<file path="src/rtl/mcu_cap_pkg.sv">
// Shared encodings and sizes for the MCU test-bus capture block.
package mcu_cap_pkg;

    localparam int DEPTH  = 16;
    localparam int PTR_W  = 4;
    localparam int DATA_W = 32;
    localparam int LVL_W  = 5;

    typedef enum logic [1:0] {
        ST_IDLE  = 2'd0,
        ST_ARMED = 2'd1,
        ST_TRIG  = 2'd2,
        ST_DONE  = 2'd3
    } cap_state_e;

    function automatic logic trig_hit(input logic [DATA_W-1:0] data,
                                      input logic [DATA_W-1:0] mask,
                                      input logic [DATA_W-1:0] value);
        return ((data & mask) == (value & mask));
    endfunction

endpackage

</file>
<file path="src/rtl/mcu_cap_ram.sv">
// 16x32 capture buffer: synchronous write, registered read with hold on idle.
module mcu_cap_ram
    import mcu_cap_pkg::*;
(
    input  logic              clk_i,
    input  logic              rst_i,
    input  logic              we_i,
    input  logic [PTR_W-1:0]  waddr_i,
    input  logic [DATA_W-1:0] wdata_i,
    input  logic              re_i,
    input  logic [PTR_W-1:0]  raddr_i,
    output logic [DATA_W-1:0] rdata_o
);

    logic [DATA_W-1:0] mem_q [DEPTH];
    logic [DATA_W-1:0] rdata_q;

    always_ff @(posedge clk_i) begin
        if (we_i) begin
            mem_q[waddr_i] <= wdata_i;
        end
    end

    // Only the read register is reset; array contents are left as-is.
    always_ff @(posedge clk_i) begin
        if (rst_i) begin
            rdata_q <= '0;
        end else if (re_i) begin
            rdata_q <= mem_q[raddr_i];
        end
    end

    assign rdata_o = rdata_q;

endmodule

</file>
<file path="src/rtl/mcu_test_capture.sv">
// Trigger-based capture of the MCU test bus into a circular buffer with FIFO-style readout.
//   state | meaning
//   IDLE  | waiting for cap_start
//   ARMED | recording every cycle, looking for the trigger
//   TRIG  | recording post_len samples after the trigger
//   DONE  | capture frozen, samples readable oldest first
module mcu_test_capture
    import mcu_cap_pkg::*;
(
    input  logic              sys_clk,
    input  logic              sys_rst,
    input  logic [DATA_W-1:0] test_in,
    input  logic              cap_start,
    input  logic              cap_abort,
    input  logic [DATA_W-1:0] trig_mask,
    input  logic [DATA_W-1:0] trig_value,
    input  logic [PTR_W-1:0]  post_len,
    input  logic              rd_req,
    output logic [DATA_W-1:0] rd_data,
    output logic              rd_valid,
    output logic [LVL_W-1:0]  rd_level,
    output logic [PTR_W-1:0]  trig_pos,
    output logic [1:0]        cap_state,
    output logic              cap_done
);

    cap_state_e       state_q;
    logic [PTR_W-1:0] wr_ptr_q;
    logic [PTR_W-1:0] rd_ptr_q;
    logic [LVL_W-1:0] fill_cnt_q;
    logic [PTR_W-1:0] post_cnt_q;
    logic [PTR_W-1:0] post_len_q;
    logic [LVL_W-1:0] rd_level_q;
    logic [PTR_W-1:0] trig_pos_q;
    logic             rd_valid_q;

    logic [PTR_W-1:0] wr_ptr_d;
    logic [LVL_W-1:0] fill_cnt_d;
    logic             wr_en;
    logic             rd_fire;
    logic             hit;

    assign wr_ptr_d   = wr_ptr_q + 4'd1;
    assign fill_cnt_d = (fill_cnt_q == LVL_W'(DEPTH)) ? fill_cnt_q : fill_cnt_q + 5'd1;
    assign hit        = trig_hit(test_in, trig_mask, trig_value);

    assign wr_en   = !sys_rst && !cap_abort &&
                     ((state_q == ST_ARMED) || (state_q == ST_TRIG));
    assign rd_fire = !sys_rst && !cap_abort && !cap_start &&
                     (state_q == ST_DONE) && (rd_req == 1'b1) && (rd_level_q != '0);

    always_ff @(posedge sys_clk) begin
        rd_valid_q <= 1'b0;
        if (sys_rst) begin
            state_q    <= ST_IDLE;
            wr_ptr_q   <= '0;
            rd_ptr_q   <= '0;
            fill_cnt_q <= '0;
            post_cnt_q <= '0;
            post_len_q <= '0;
            rd_level_q <= '0;
            trig_pos_q <= '0;
        end else if (cap_abort) begin
            state_q    <= ST_IDLE;
            rd_level_q <= '0;
            trig_pos_q <= '0;
        end else begin
            case (state_q)
                ST_IDLE: begin
                    if (cap_start) begin
                        wr_ptr_q   <= '0;
                        fill_cnt_q <= '0;
                        rd_level_q <= '0;
                        trig_pos_q <= '0;
                        state_q    <= ST_ARMED;
                    end
                end
                ST_ARMED: begin
                    wr_ptr_q   <= wr_ptr_d;
                    fill_cnt_q <= fill_cnt_d;
                    if (hit) begin
                        post_len_q <= post_len;
                        if (post_len == '0) begin
                            rd_ptr_q   <= wr_ptr_d - fill_cnt_d[PTR_W-1:0];
                            rd_level_q <= fill_cnt_d;
                            trig_pos_q <= fill_cnt_d[PTR_W-1:0] - 4'd1;
                            state_q    <= ST_DONE;
                        end else begin
                            post_cnt_q <= post_len;
                            state_q    <= ST_TRIG;
                        end
                    end
                end
                ST_TRIG: begin
                    wr_ptr_q   <= wr_ptr_d;
                    fill_cnt_q <= fill_cnt_d;
                    post_cnt_q <= post_cnt_q - 4'd1;
                    if (post_cnt_q == 4'd1) begin
                        // A full buffer gives fill[3:0]=0, so rd_ptr lands on wr_ptr: the oldest entry.
                        rd_ptr_q   <= wr_ptr_d - fill_cnt_d[PTR_W-1:0];
                        rd_level_q <= fill_cnt_d;
                        trig_pos_q <= fill_cnt_d[PTR_W-1:0] - 4'd1 - post_len_q;
                        state_q    <= ST_DONE;
                    end
                end
                ST_DONE: begin
                    if (cap_start) begin
                        wr_ptr_q   <= '0;
                        fill_cnt_q <= '0;
                        rd_level_q <= '0;
                        trig_pos_q <= '0;
                        state_q    <= ST_ARMED;
                    end else if (rd_fire) begin
                        rd_ptr_q   <= rd_ptr_q + 4'd1;
                        rd_level_q <= rd_level_q - 5'd1;
                        rd_valid_q <= 1'b1;
                    end
                end
                default: state_q <= ST_IDLE;
            endcase
        end
    end

    mcu_cap_ram u_ram (
        .clk_i   (sys_clk),
        .rst_i   (sys_rst),
        .we_i    (wr_en),
        .waddr_i (wr_ptr_q),
        .wdata_i (test_in),
        .re_i    (rd_fire),
        .raddr_i (rd_ptr_q),
        .rdata_o (rd_data)
    );

    assign rd_valid  = rd_valid_q;
    assign rd_level  = rd_level_q;
    assign trig_pos  = trig_pos_q;
    assign cap_state = state_q;
    assign cap_done  = (state_q == ST_DONE);

endmodule

</file>
<file path="config.mk">
export PLATFORM = sky130hd
export DESIGN_NAME = mcu_test_capture
export DESIGN_NICKNAME = d
export VERILOG_FILES = /design/src/rtl/mcu_cap_pkg.sv /design/src/rtl/mcu_cap_ram.sv /design/src/rtl/mcu_test_capture.sv
export SDC_FILE = /design/constraint.sdc
export NUM_CORES = 1
export LEC_CHECK = 0
export BUFFER_PORTS_ARGS = -buffer_cell sky130_fd_sc_hd__buf_4
export CAP_MARGIN = 25
export CORE_AREA = 5 5 275 277
export DETAILED_ROUTE_END_ITERATION = 10
export DIE_AREA = 0 0 280 282
export GPL_TIMING_DRIVEN = 0
export RECOVER_POWER = 50
export SLEW_MARGIN = 20
export SYNTH_ARGS = -nofsm -noshare
export SYNTH_HDL_FRONTEND = slang
export SYNTH_SLANG_ARGS = --single-unit
</file>
<file path="constraint.sdc">
create_clock -name sys_clk -period 4.2 [get_ports sys_clk]
set_input_delay 0.21 -clock sys_clk [delete_from_list [all_inputs] [get_ports sys_clk]]
set_output_delay 0.21 -clock sys_clk [all_outputs]
set_load 0.01 [all_outputs]
</file>
==> summary.txt, run 1 <==
Die
  • I/O pins: 150
  • Die footprint: 79000 um2
  • Die W: 280 um
  • FP Rows: 99
  • Core area: 72600 um2
  • Chip height: 282 um
  • Starting Density: 31.8%

Power and ir drop
  • Switch Pwr: 0.00256 W
  • Cell area power density: 420 nW/um2
  • Net Sw Frac: 21.7%
  • VDD IR max: 0.285 mV
  • Part of the power in combinational logic: 5.0%
  • P_int: 0.00927 W
  • Reg power frac: 52.9%
  • Static leakage: 8.76 nW
  • Clock power frac: 42.1%

Routing
  • Routed vias/inst: 5.06
  • DRT iter0 DRCs: 1513
  • Max layer used: met5
  • Met3 WL: 5380 um
  • TritonRoute pass-1 iters: 5
  • DRT met1 WL: 26200 um
  • Wire per inst: 24.6 um
  • Metal2 WL: 28700 um
  • Final wirelength: 61600 um
  • ANT nets after route: 0
  • DR DRC count: 0
  • Via count: 12700

Finish
  • # nets final: 1627
  • Fraction of layout cells with a size suffix above 1: 25.5%
  • Area grow syn2layout: 22.1%

Logic synthesis
  • FFs w/ async S/R, synth: 0%
  • Post-Synthesis Cells: 1213
  • Post-synth top flop: edfxtp_1
  • Avg Inst Size Synth: 19.0 um2
  • Post-synth EDFFs: 512
  • Cell area after synthesis: 23100 um2
  • Seq/Total Area, Yosys: 72.3%
  • Syn Nets: 1338
  • Synth cell types: 57
  • Ys Warns: 0
  • Yosys reg bits: 577

Setup path
  • Ordered list of cells on the worst path: dlygate4sd3_1 > clkbuf_1 > xor2_1 > a22oi_1 > buf_4 > nand4_1 > o41ai_4 > o2111ai_4 > or3_1 > a21oi_1
  • Reg2Reg Capture Point: u_ram.rdata_o[23]
  • Kind of critical path: in -> reg
  • R2r startpoint: cap_state[1]
  • Crit path max fanout: 17
  • WP data required: 4.73 ns
  • Reg2reg path depth: 9
  • Slowest-stage cell, CP: o41ai_4
  • Setup slack, reg-to-reg: 0.62 ns
  • Worst stage delay on the critical path: 0.94 ns
  • CP Launch Type: input port
  • CP Capture Type: register
  • Crit path DAT: 4.28 ns

Placed design
  • Port Buffers: 148
  • HPWL after DPL: 42900 um
  • Post-place setup slack: 0.411 ns
  • Gpl congestion: 0.792

Min path
  • HP Start: rd_req
  • Worst hold path depth: 6
  • Hold EP: rd_ptr_q[2]
  • Worst hold path type: in -> reg

Timing
  • RSZ-0062 raised after global routing: false
  • Clk_skew: 0.0342 ns
  • Final hold slack: 0.227 ns
  • Final Setup Violations: 0
  • Slew Viols, Final: 0
  • Max Freq: 267 MHz
  • Worst-Margin Slew: 1.07 ns
  • Slew Limit Headroom: 28.0%
  • Post-route worst setup slack: 0.455 ns
  • Final worst path period need: 3.74 ns
  • Tcrit/Tclk final: 89.2%
  • Hold Fails Final Rpt: 0

Clock network
  • Clk sinks: 577
  • Post-CTS Setup Inserts: 0
  • Clock Latency Late Sink: 0.64 ns
  • Clock Path Buffers: 3
  • Root Buffer: clkbuf_16
  • Worst-path clk slew: 0.06 ns
  • CTS tree: built
  • CTS buffer count: 58
  • H-tree depth: 2

GRT
  • Pin count of the biggest net entering global routing: 20
  • Global router's overall resource usage: 15.5%
  • Global-route wire length before repair: 89700 um
  • Remaining global-route overflow: 0
  • Vias in the first global route: 12900
  • Antenna violations before repair: 3

Flow run
  • Max_cap viols: 0

Outcome
  • Status: finished, final reports clean
-- cells in the final DEF, fill, tap and decap left out, types with 18 or more instances in the layout --
cell type,synthesis,layout
a21oi_1,58,58
a22oi_1,21,21
buf_16,0,18
buf_4,0,86
clkbuf_1,47,141
clkbuf_16,0,58
dfxtp_1,65,65
dlygate4sd3_1,0,38
edfxtp_1,512,512
ha_1,19,19
inv_1,22,22
mux4_2,160,160
nand2_1,80,80
nand3_1,18,18
nor2_1,47,35
xor2_1,33,33
-- state kept, by name, summed over array words and instances, names as in the netlist --
register and cells:
cap_state 2, wr_ptr_q 4, post_len_q 4, rd_level 5
u_ram.mem_q 512, u_ram.rdata_o 32, post_cnt_q 4, fill_cnt_q 5
rd_ptr_q 4, trig_pos 4, rd_valid 1
-- power groups by stage --
stage / clock network, W / registers (W) / logic, W
floorplan: 0 / 0.00638 / 0.000270
global placement: 0 / 0.00638 / 0.000567
detailed placement: 0 / 0.00638 / 0.000586
CTS: 0.00508 / 0.00626 / 0.000619
global route: 0.00533 / 0.00626 / 0.000646
finish: 0.00498 / 0.00626 / 0.000598
-- what timing repair did --
item / CTS / global route
resized for setup: 0 / 0
endpoints found under the hold margin: 521 / 0
hold buffers: 38 / 0
-- metrics by stage --
stage          util [%]  setup TNS (ns)  total power, W  instances  area [um2]
2_1_floorplan         -               0         0.00665       1213       23100
3_3_place_gp       35.0         -820.58         0.00695       2320       25400
3_5_place_dp       36.1               0         0.00697       2359       26200
4_1_cts            39.2               0          0.0120       2504       28400
5_1_grt            38.8               0          0.0122       2508       28200
6_report           38.8               0          0.0118       2509       28200
-- cell families (layout without fill, tap and decap cells) --
group                    Yosys count  in the layout  synth area share [%]
flip-flops                       577            577                  72.3
AND/OR/NAND/NOR                  192            192                  3.81
multiplexers                     172            172                  16.1
AO/OA/AOI/OAI                    119            119                  3.37
buffers and inverters             83            419                  1.40
XOR/XNOR                          48             48                  1.82
adder cells (fa/ha/maj)           22             22                  1.21
other                              0              1                     0
-- worst max path at each step --
stage / startpoint / endpoint / slack (ns) / cells after the start
floorplan: cap_state[0] / u_ram.mem_q[0][0] / 0.04 / 6
global placement: cap_state[0] / u_ram.mem_q[0][12] / -3.05 / 6
detailed placement: test_in[25] / rd_level[1] / 0.41 / 8
CTS: test_in[23] / rd_level[1] / 0.46 / 9
global route: test_in[18] / post_cnt_q[0] / 0.28 / 8
finish: test_in[23] / rd_level[1] / 0.46 / 10
-- critical path, delay by kind of cell --
| family | cells | cell delay (ns) |
|---|---|---|
| xor gates and xnor gates | 1 | 0.14 |
| AOI/OAI and AO/OA | 4 | 1.61 |
| buffers and inverters | 3 | 1.52 |
| and+or+nand+nor | 2 | 0.79 |
-- layer usage --
layer  track usage [%]  up-vias
met3              3.68       88
met4              3.44        2
met2              24.3      549
li1                  -     5475
met5                 0        -
met1              22.1     6578
-- cells in the mapped netlist (2+ instances only) --
master    number  share of area (%)
a211o_1        2              0.076
a211oi_1       2              0.065
a21o_1         2              0.065
a21oi_1       58                1.3
a22oi_1       21               0.68
buf_1          5              0.081
buf_2          9               0.20
clkbuf_1      47               0.76
dfxtp_1       65                5.6
edfxtp_1     512                 67
ha_1          19                1.0
inv_1         22               0.36
maj3_2         2              0.098
mux2i_1       11               0.48
mux4_2       160                 16
nand2_1       80                1.3
nand2b_1       8               0.22
nand3_1       18               0.39
nand3b_1       2              0.065
nand4_1        3              0.081
nor2_1        47               0.76
nor2b_1        5               0.14
nor3_1        12               0.26
nor3b_1        3              0.098
nor4_1         2              0.054
o21a_1         2              0.065
o21ai_0       11               0.24
o22ai_1        2              0.054
o31a_1         3               0.11
or2_2          3              0.081
or3_1          3              0.081
xnor2_1       15               0.57
xor2_1        33                1.3
-- area by class of cell --
| cell class | instances | area, um2 |
|---|---|---|
| fillers | 6648 | 44400 |
| flip-flops and latches | 577 | 16700 |
| multi-input cells | 553 | 6200 |
| repair buffers | 229 | 1960 |
| clock buffers | 84 | 1600 |
| well taps | 959 | 1200 |
| plain buffers | 61 | 244 |
| clock inverters | 23 | 226 |
| inverters | 22 | 82.6 |
| diodes | 1 | 2.50 |
Power figures use the tool's default switching activity.
==> run 2: changes to the inputs <==
Settings changed: CELL_PAD_IN_SITES_DETAIL_PLACEMENT set to 1, CELL_PAD_IN_SITES_GLOBAL_PLACEMENT set to 1, MAX_ROUTING_LAYER set to met4, PLACE_DENSITY_LB_ADDON set to 0.1.
==> summary.txt, run 2 (synthesis gave the netlist of run 1 again) <==
Finish
  • Number of fill cells in the layout: 7191 (was 6648)
  • Area of the multi-input gates: 6200 um2 (unchanged)
  • # nets final: 1645 (was 1627)
  • Max reg flops: 512 (unchanged)
  • Area grow syn2layout: 24.4% (was 22.1%)
  • FF+latch area: 16700 um2 (unchanged)
  • Most common cell after layout, fill and taps aside: edfxtp_1 (unchanged)
  • Largest register by flop count: u_ram.mem_q (unchanged)
  • Final std cells w/o fill: 2531 (was 2509)
  • Most frequent cells in the layout: edfxtp_1, mux4_2, clkbuf_1, buf_4, nand2_1 (unchanged)
  • Fraction of layout cells with a size suffix above 1: 27.1% (was 25.5%)

Setup path
  • Kind of critical path: reg -> reg (was in -> reg)
  • Worst stage delay on the critical path: 0.70 ns (was 0.94 ns)
  • Reg2reg path depth: 10 (was 9)
  • Crit path max fanout: 10 (was 17)
  • CP dominant cell by count: buf_4
  • Crit path from: cap_state[0] (was test_in[23])
  • WP data required: 4.50 ns (was 4.73 ns)
  • CP Launch Type: register (was input port)
  • R2r startpoint: cap_state[0] (was cap_state[1])
  • Setup slack, reg-to-reg: 0.25 ns (was 0.62 ns)
  • Reg2Reg Capture Point: u_ram.mem_q[3][10] (was u_ram.rdata_o[23])
  • CP Capture Type: register (unchanged)
  • Crit path DAT: 4.25 ns (was 4.28 ns)
  • Slowest-stage cell, CP: nor3_2 (was o41ai_4)
  • Crit path capture: u_ram.mem_q[3][10] (was rd_level[1])
  • Ordered list of cells on the worst path: inv_1 > ha_1 > clkbuf_1 > clkbuf_1 > nand3_1 > nor3_2 > buf_6 > buf_4 > buf_4 > buf_4 (was dlygate4sd3_1 > clkbuf_1 > xor2_1 > a22oi_1 > buf_4 > nand4_1 > o41ai_4 > o2111ai_4 > or3_1 > a21oi_1)

Die
  • I/O pins: 150 (unchanged)
  • Starting Density: 31.8% (unchanged)
  • FP Rows: 99 (unchanged)
  • Core area: 72600 um2 (unchanged)
  • Chip height: 282 um (unchanged)
  • Die footprint: 79000 um2 (unchanged)
  • Die W: 280 um (unchanged)

Clock network
  • CTS buffer count: 66 (was 58)
  • CTS tree: built (unchanged)
  • Post-CTS Setup Inserts: 0 (unchanged)
  • H-tree depth: 3 (was 2)
  • Worst-path clk slew: 0.06 ns (about the same)
  • Clock Path Buffers: 3 (unchanged)
  • Clock Latency Late Sink: 0.59 ns (was 0.64 ns)
  • Clk sinks: 577 (unchanged)
  • Root Buffer: clkbuf_16 (unchanged)

Routing
  • Wire per inst: 28.2 um (was 24.6 um)
  • Final wirelength: 71400 um (was 61600 um)
  • DR DRC count: 0 (unchanged)
  • Routed vias/inst: 5.04 (was 5.06)
  • ANT nets after route: 0 (unchanged)
  • TritonRoute pass-1 iters: 4 (was 5)
  • DRT iter0 DRCs: 922 (was 1513)
  • Via count: 12800 (was 12700)

Flow run
  • Max_cap viols: 0 (unchanged)

Power and ir drop
  • Static leakage: 9.04 nW (was 8.76 nW)
  • Cell area power density: 443 nW/um2 (was 420 nW/um2)
  • Tot Pwr: 0.0127 W (was 0.0118 W)
  • VDD IR max: 0.218 mV (was 0.285 mV)

Timing
  • Tcrit/Tclk final: 94.1% (was 89.2%)
  • Slew Limit Headroom: 24.2% (was 28.0%)
  • Clk_skew: 0.0159 ns (was 0.0342 ns)
  • Hold Fails Final Rpt: 0 (unchanged)
  • Final hold slack: 0.0617 ns (was 0.227 ns)
  • Final worst path period need: 3.95 ns (was 3.74 ns)
  • Max Freq: 253 MHz (was 267 MHz)
  • Setup TNS: 0 ns (unchanged)
  • Final Setup Violations: 0 (unchanged)
  • Worst-Margin Slew: 1.12 ns (was 1.07 ns)
  • RSZ-0062 raised after global routing: false (unchanged)
  • Slew Viols, Final: 0 (unchanged)

GRT
  • Pin count of the biggest net entering global routing: 18 (was 20)
  • Antenna violations before repair: 3 (unchanged)
  • Remaining global-route overflow: 0 (unchanged)
  • Vias in the first global route: 13700 (was 12900)
  • Global router's overall resource usage: 18.4% (was 15.5%)
  • Global-route wire length before repair: 101000 um (was 89700 um)

Placed design
  • Gpl congestion: 0.764 (was 0.792)
  • Inst Count DP: 2372 (was 2359)
  • Port Buffers: 148 (unchanged)
  • HPWL after DPL: 49100 um (was 42900 um)

Outcome
  • Status: finished, final reports clean (unchanged)

Min path
  • Worst hold path type: in -> reg (unchanged)
-- run 2: worst min path at each step --
stage | from | cells past startpoint | endpoint | slack (ns)
final | sys_rst | 3 | rd_level[3] | 0.06
after global routing | sys_rst | 3 | rd_level[3] | 0.05
after CTS | sys_rst | 3 | rd_level[3] | 0.03
after detailed placement | u_ram.rdata_o[13] | 2 | u_ram.rdata_o[13] | 0.45
after global placement | u_ram.rdata_o[27] | 2 | u_ram.rdata_o[27] | 0.45
after floorplan | test_in[0] | 0 | u_ram.mem_q[0][0] | 0.31
-- run 2: metal layers --
layer | global-route usage (%) | vias to the layer above | part of all wire [%]
met5 | - | - | 0
met4 | 4.69 | 0 | 2.1
met3 | 2.87 | 81 | 4.5
met2 | 29.9 | 304 | 49
met1 | 24.6 | 6856 | 45
li1 | - | 5520 | -
-- run 2: area by class of cell --
type                       count  share of cell area, %
sequential                   577                   58.1
multi-input combinational    553                   21.6
timing repair buffer         239                   7.40
clock buffer                  93                   6.50
tap                          959                   4.18
clock inverter                25                   1.08
buffer                        61                  0.859
inverter                      22                  0.288
antenna                        2                 0.0174
-- run 2: critical path: cells and delay by family, from the launching register on --
kind                       cells  cell delay, ns
DFF                            1            0.44
adders and majority gates      1            0.29
and+or+nand+nor                2            1.19
buffers and inverters          7            1.71
-- run 2: metrics by stage --
step | area [um2] | setup WS (ns) | util [%]
global route | 28700 | 0.0502 | 39.6
global placement | 25400 | -4.12 | 35.0
detailed placement | 26400 | 0.191 | 36.4
floorplan | 23100 | 0.0438 | -
finish | 28700 | 0.249 | 39.6
CTS | 29000 | 0.157 | 39.9
-- run 2: timing repair --
| item | 4_1_cts | 5_1_grt |
|---|---|---|
| gates resized for setup | 0 | 0 |
| hold buffers | 37 | 0 |
| endpoints found under the hold margin | 518 | 0 |
-- run 2: power by group --
part	total, W	switching (W)	internal, W
Combinational	0.000613	0.000370	0.000244
Clock	0.00586	0.00232	0.00353
Sequential	0.00626	0.00000854	0.00625
==> run 3: changes to the inputs <==
Settings changed: BUFFER_PORTS_ARGS -buffer_cell sky130_fd_sc_hd__buf_4 to -buffer_cell sky130_fd_sc_hd__clkbuf_2.
==> summary.txt, run 3 (synthesis gave the netlist of run 1 again) <==
Outcome
  • Status: finished, final reports clean (unchanged)

Die
  • FP Rows: 99 (unchanged)
  • Die W: 280 um (unchanged)
  • I/O pins: 150 (unchanged)
  • Starting Density: 31.8% (unchanged)
  • Die footprint: 79000 um2 (unchanged)
  • Core area: 72600 um2 (unchanged)
  • Chip height: 282 um (unchanged)

GRT
  • Remaining global-route overflow: 0 (unchanged)
  • Grt peak-use layer: met2 (unchanged)
  • Pin count of the biggest net entering global routing: 18 (unchanged)
  • Global-route wire length before repair: 101000 um (about the same)
  • M1 GR Usage: 25.1% (was 24.6%)
  • Met2 Usage GRT: 29.5% (was 29.9%)
  • Met3 GRT Util: 3.11% (was 2.87%)
  • Antenna violations before repair: 6 (was 3)
  • Vias in the first global route: 13600 (was 13700)
  • Global router's overall resource usage: 18.5% (was 18.4%)

Clock network
  • CTS tree: built (unchanged)
  • Hold buffers post-CTS: 4 (was 37)
  • Post-CTS Setup Inserts: 0 (unchanged)
  • Clock Latency Late Sink: 0.60 ns (was 0.59 ns)
  • H-tree depth: 3 (unchanged)
  • Clock Path Buffers: 3 (unchanged)
  • CTS buffer count: 66 (unchanged)
  • # resized after CTS: 0 (unchanged)
  • Worst-path clk slew: 0.06 ns (about the same)
  • Root Buffer: clkbuf_16 (unchanged)
  • Clk sinks: 577 (unchanged)

Power and ir drop
  • Cell area power density: 466 nW/um2 (was 443 nW/um2)
  • VDD IR max: 0.218 mV (about the same)
  • Static leakage: 8.94 nW (was 9.04 nW)

Placed design
  • Port Buffers: 148 (unchanged)
  • Gpl congestion: 0.746 (was 0.764)
  • HPWL after DPL: 49200 um (was 49100 um)

Min path
  • Worst hold path depth: 4 (was 3)
  • Worst hold path type: in -> reg (unchanged)

Finish
  • Number of fill cells in the layout: 7198 (was 7191)
  • Fin util: 39.1% (was 39.6%)
  • Max reg flops: 512 (unchanged)
  • Largest register by flop count: u_ram.mem_q (unchanged)
  • Most frequent cells in the layout: edfxtp_1, mux4_2, clkbuf_1, nand2_1, clkbuf_2 (was edfxtp_1, mux4_2, clkbuf_1, buf_4, nand2_1)
  • Area grow syn2layout: 22.9% (was 24.4%)
  • Area of the multi-input gates: 6180 um2 (was 6200 um2)
  • Fraction of layout cells with a size suffix above 1: 27.9% (was 27.1%)
  • FF+latch area: 16700 um2 (unchanged)
  • Most common cell after layout, fill and taps aside: edfxtp_1 (unchanged)
  • # nets final: 1609 (was 1645)

Timing
  • Hold Fails Final Rpt: 0 (unchanged)
  • Slew Viols, Final: 0 (unchanged)
  • Slew Limit Headroom: 20.3% (was 24.2%)
  • Clk_skew: 0.0214 ns (was 0.0159 ns)
  • Worst-Margin Slew: 1.18 ns (was 1.12 ns)
  • RSZ-0062 raised after global routing: false (unchanged)
  • Final Setup Violations: 0 (unchanged)
  • Tcrit/Tclk final: 92.5% (was 94.1%)
  • Max Freq: 258 MHz (was 253 MHz)
  • Final hold slack: 0.0688 ns (was 0.0617 ns)
  • Final worst path period need: 3.88 ns (was 3.95 ns)

Setup path
  • CP Capture Type: register (unchanged)
  • CP Launch Type: input port (was register)
  • Crit path max fanout: 17 (was 10)
  • Reg2reg path depth: 8 (was 10)
  • Crit path DAT: 4.39 ns (was 4.25 ns)
  • Kind of critical path: in -> reg (was reg -> reg)
  • WP data required: 4.70 ns (was 4.50 ns)

Routing
  • Final wirelength: 71200 um (was 71400 um)
  • TritonRoute pass-1 iters: 5 (was 4)
  • Wire per inst: 28.5 um (was 28.2 um)
  • Routed vias/inst: 5.04 (about the same)
  • Via count: 12600 (was 12800)
  • DR DRC count: 0 (unchanged)
  • ANT nets after route: 0 (unchanged)
  • DRT iter0 DRCs: 925 (was 922)

Flow run
  • Max_cap viols: 0 (unchanged)
## run 3: changes by cell type in the layout (fill, tap and decap cells not counted), moves of 2 or more
cell,delta
buf_4,-75
clkbuf_16,+2
clkinv_1,+3
clkbuf_8,+4
clkbuf_2,+71
clkbuf_1,-8
bufinv_16,+6
dlygate4sd3_1,-33
buf_16,-2
clkinv_2,-3
## run 3: critical path, stage by stage
cell and delay, ns:
clkbuf_1 0.61, xor2_1 0.46, a22oi_1 0.59, nand4_1 0.56
o41ai_2 0.99, o2111ai_4 0.36, or3_1 0.45, a21oi_1 0.14
## run 3: routing by layer
| layer | routed length (um) | vias up |
|---|---|---|
| met1 | 32200 | 6766 |
| met3 | 3160 | 70 |
| met5 | 0 | - |
| met2 | 34600 | 305 |
| li1 | - | 5452 |
| met4 | 1250 | 0 |
## run 3: cell type report
cell class	count	area share, %
Sequential cell	577	58.8
Antenna cell	3	0.0265
Clock inverter	30	1.68
Buffer	61	0.869
Timing Repair Buffer	203	5.50
Tap cell	959	4.23
Inverter	22	0.291
Multi-Input combinational cell	553	21.8
Clock buffer	90	6.83
## run 3: worst paths after layout
check                                  startpoint                 end  slack, ns
worst max-delay path                  test_in[28]         rd_level[1]       0.32
worst min-delay path                    cap_start        cap_state[1]       0.07
worst max register to register       cap_state[0]  u_ram.mem_q[0][17]       0.35
worst min register to register  u_ram.rdata_o[29]   u_ram.rdata_o[29]       0.46
## run 3: where the power goes
group	leakage, nW	internal (W)	switching [W]
registers	5.13	0.00625	0.00000831
clock network	1.18	0.00403	0.00235
logic	2.63	0.000201	0.000367
## run 3: through the flow
step | instances | worst slack [ns] | power [W] | cell area [um2] | TNS [ns]
floorplan | 1213 | 0.0438 | 0.00665 | 23100 | 0
global placement | 2320 | -4.13 | 0.00695 | 25000 | -1220.93
detailed placement | 2370 | 0.299 | 0.00697 | 26000 | 0
CTS | 2494 | 0.293 | 0.0134 | 28500 | 0
global route | 2498 | 0.114 | 0.0137 | 28400 | 0
finish | 2498 | 0.317 | 0.0132 | 28400 | 0
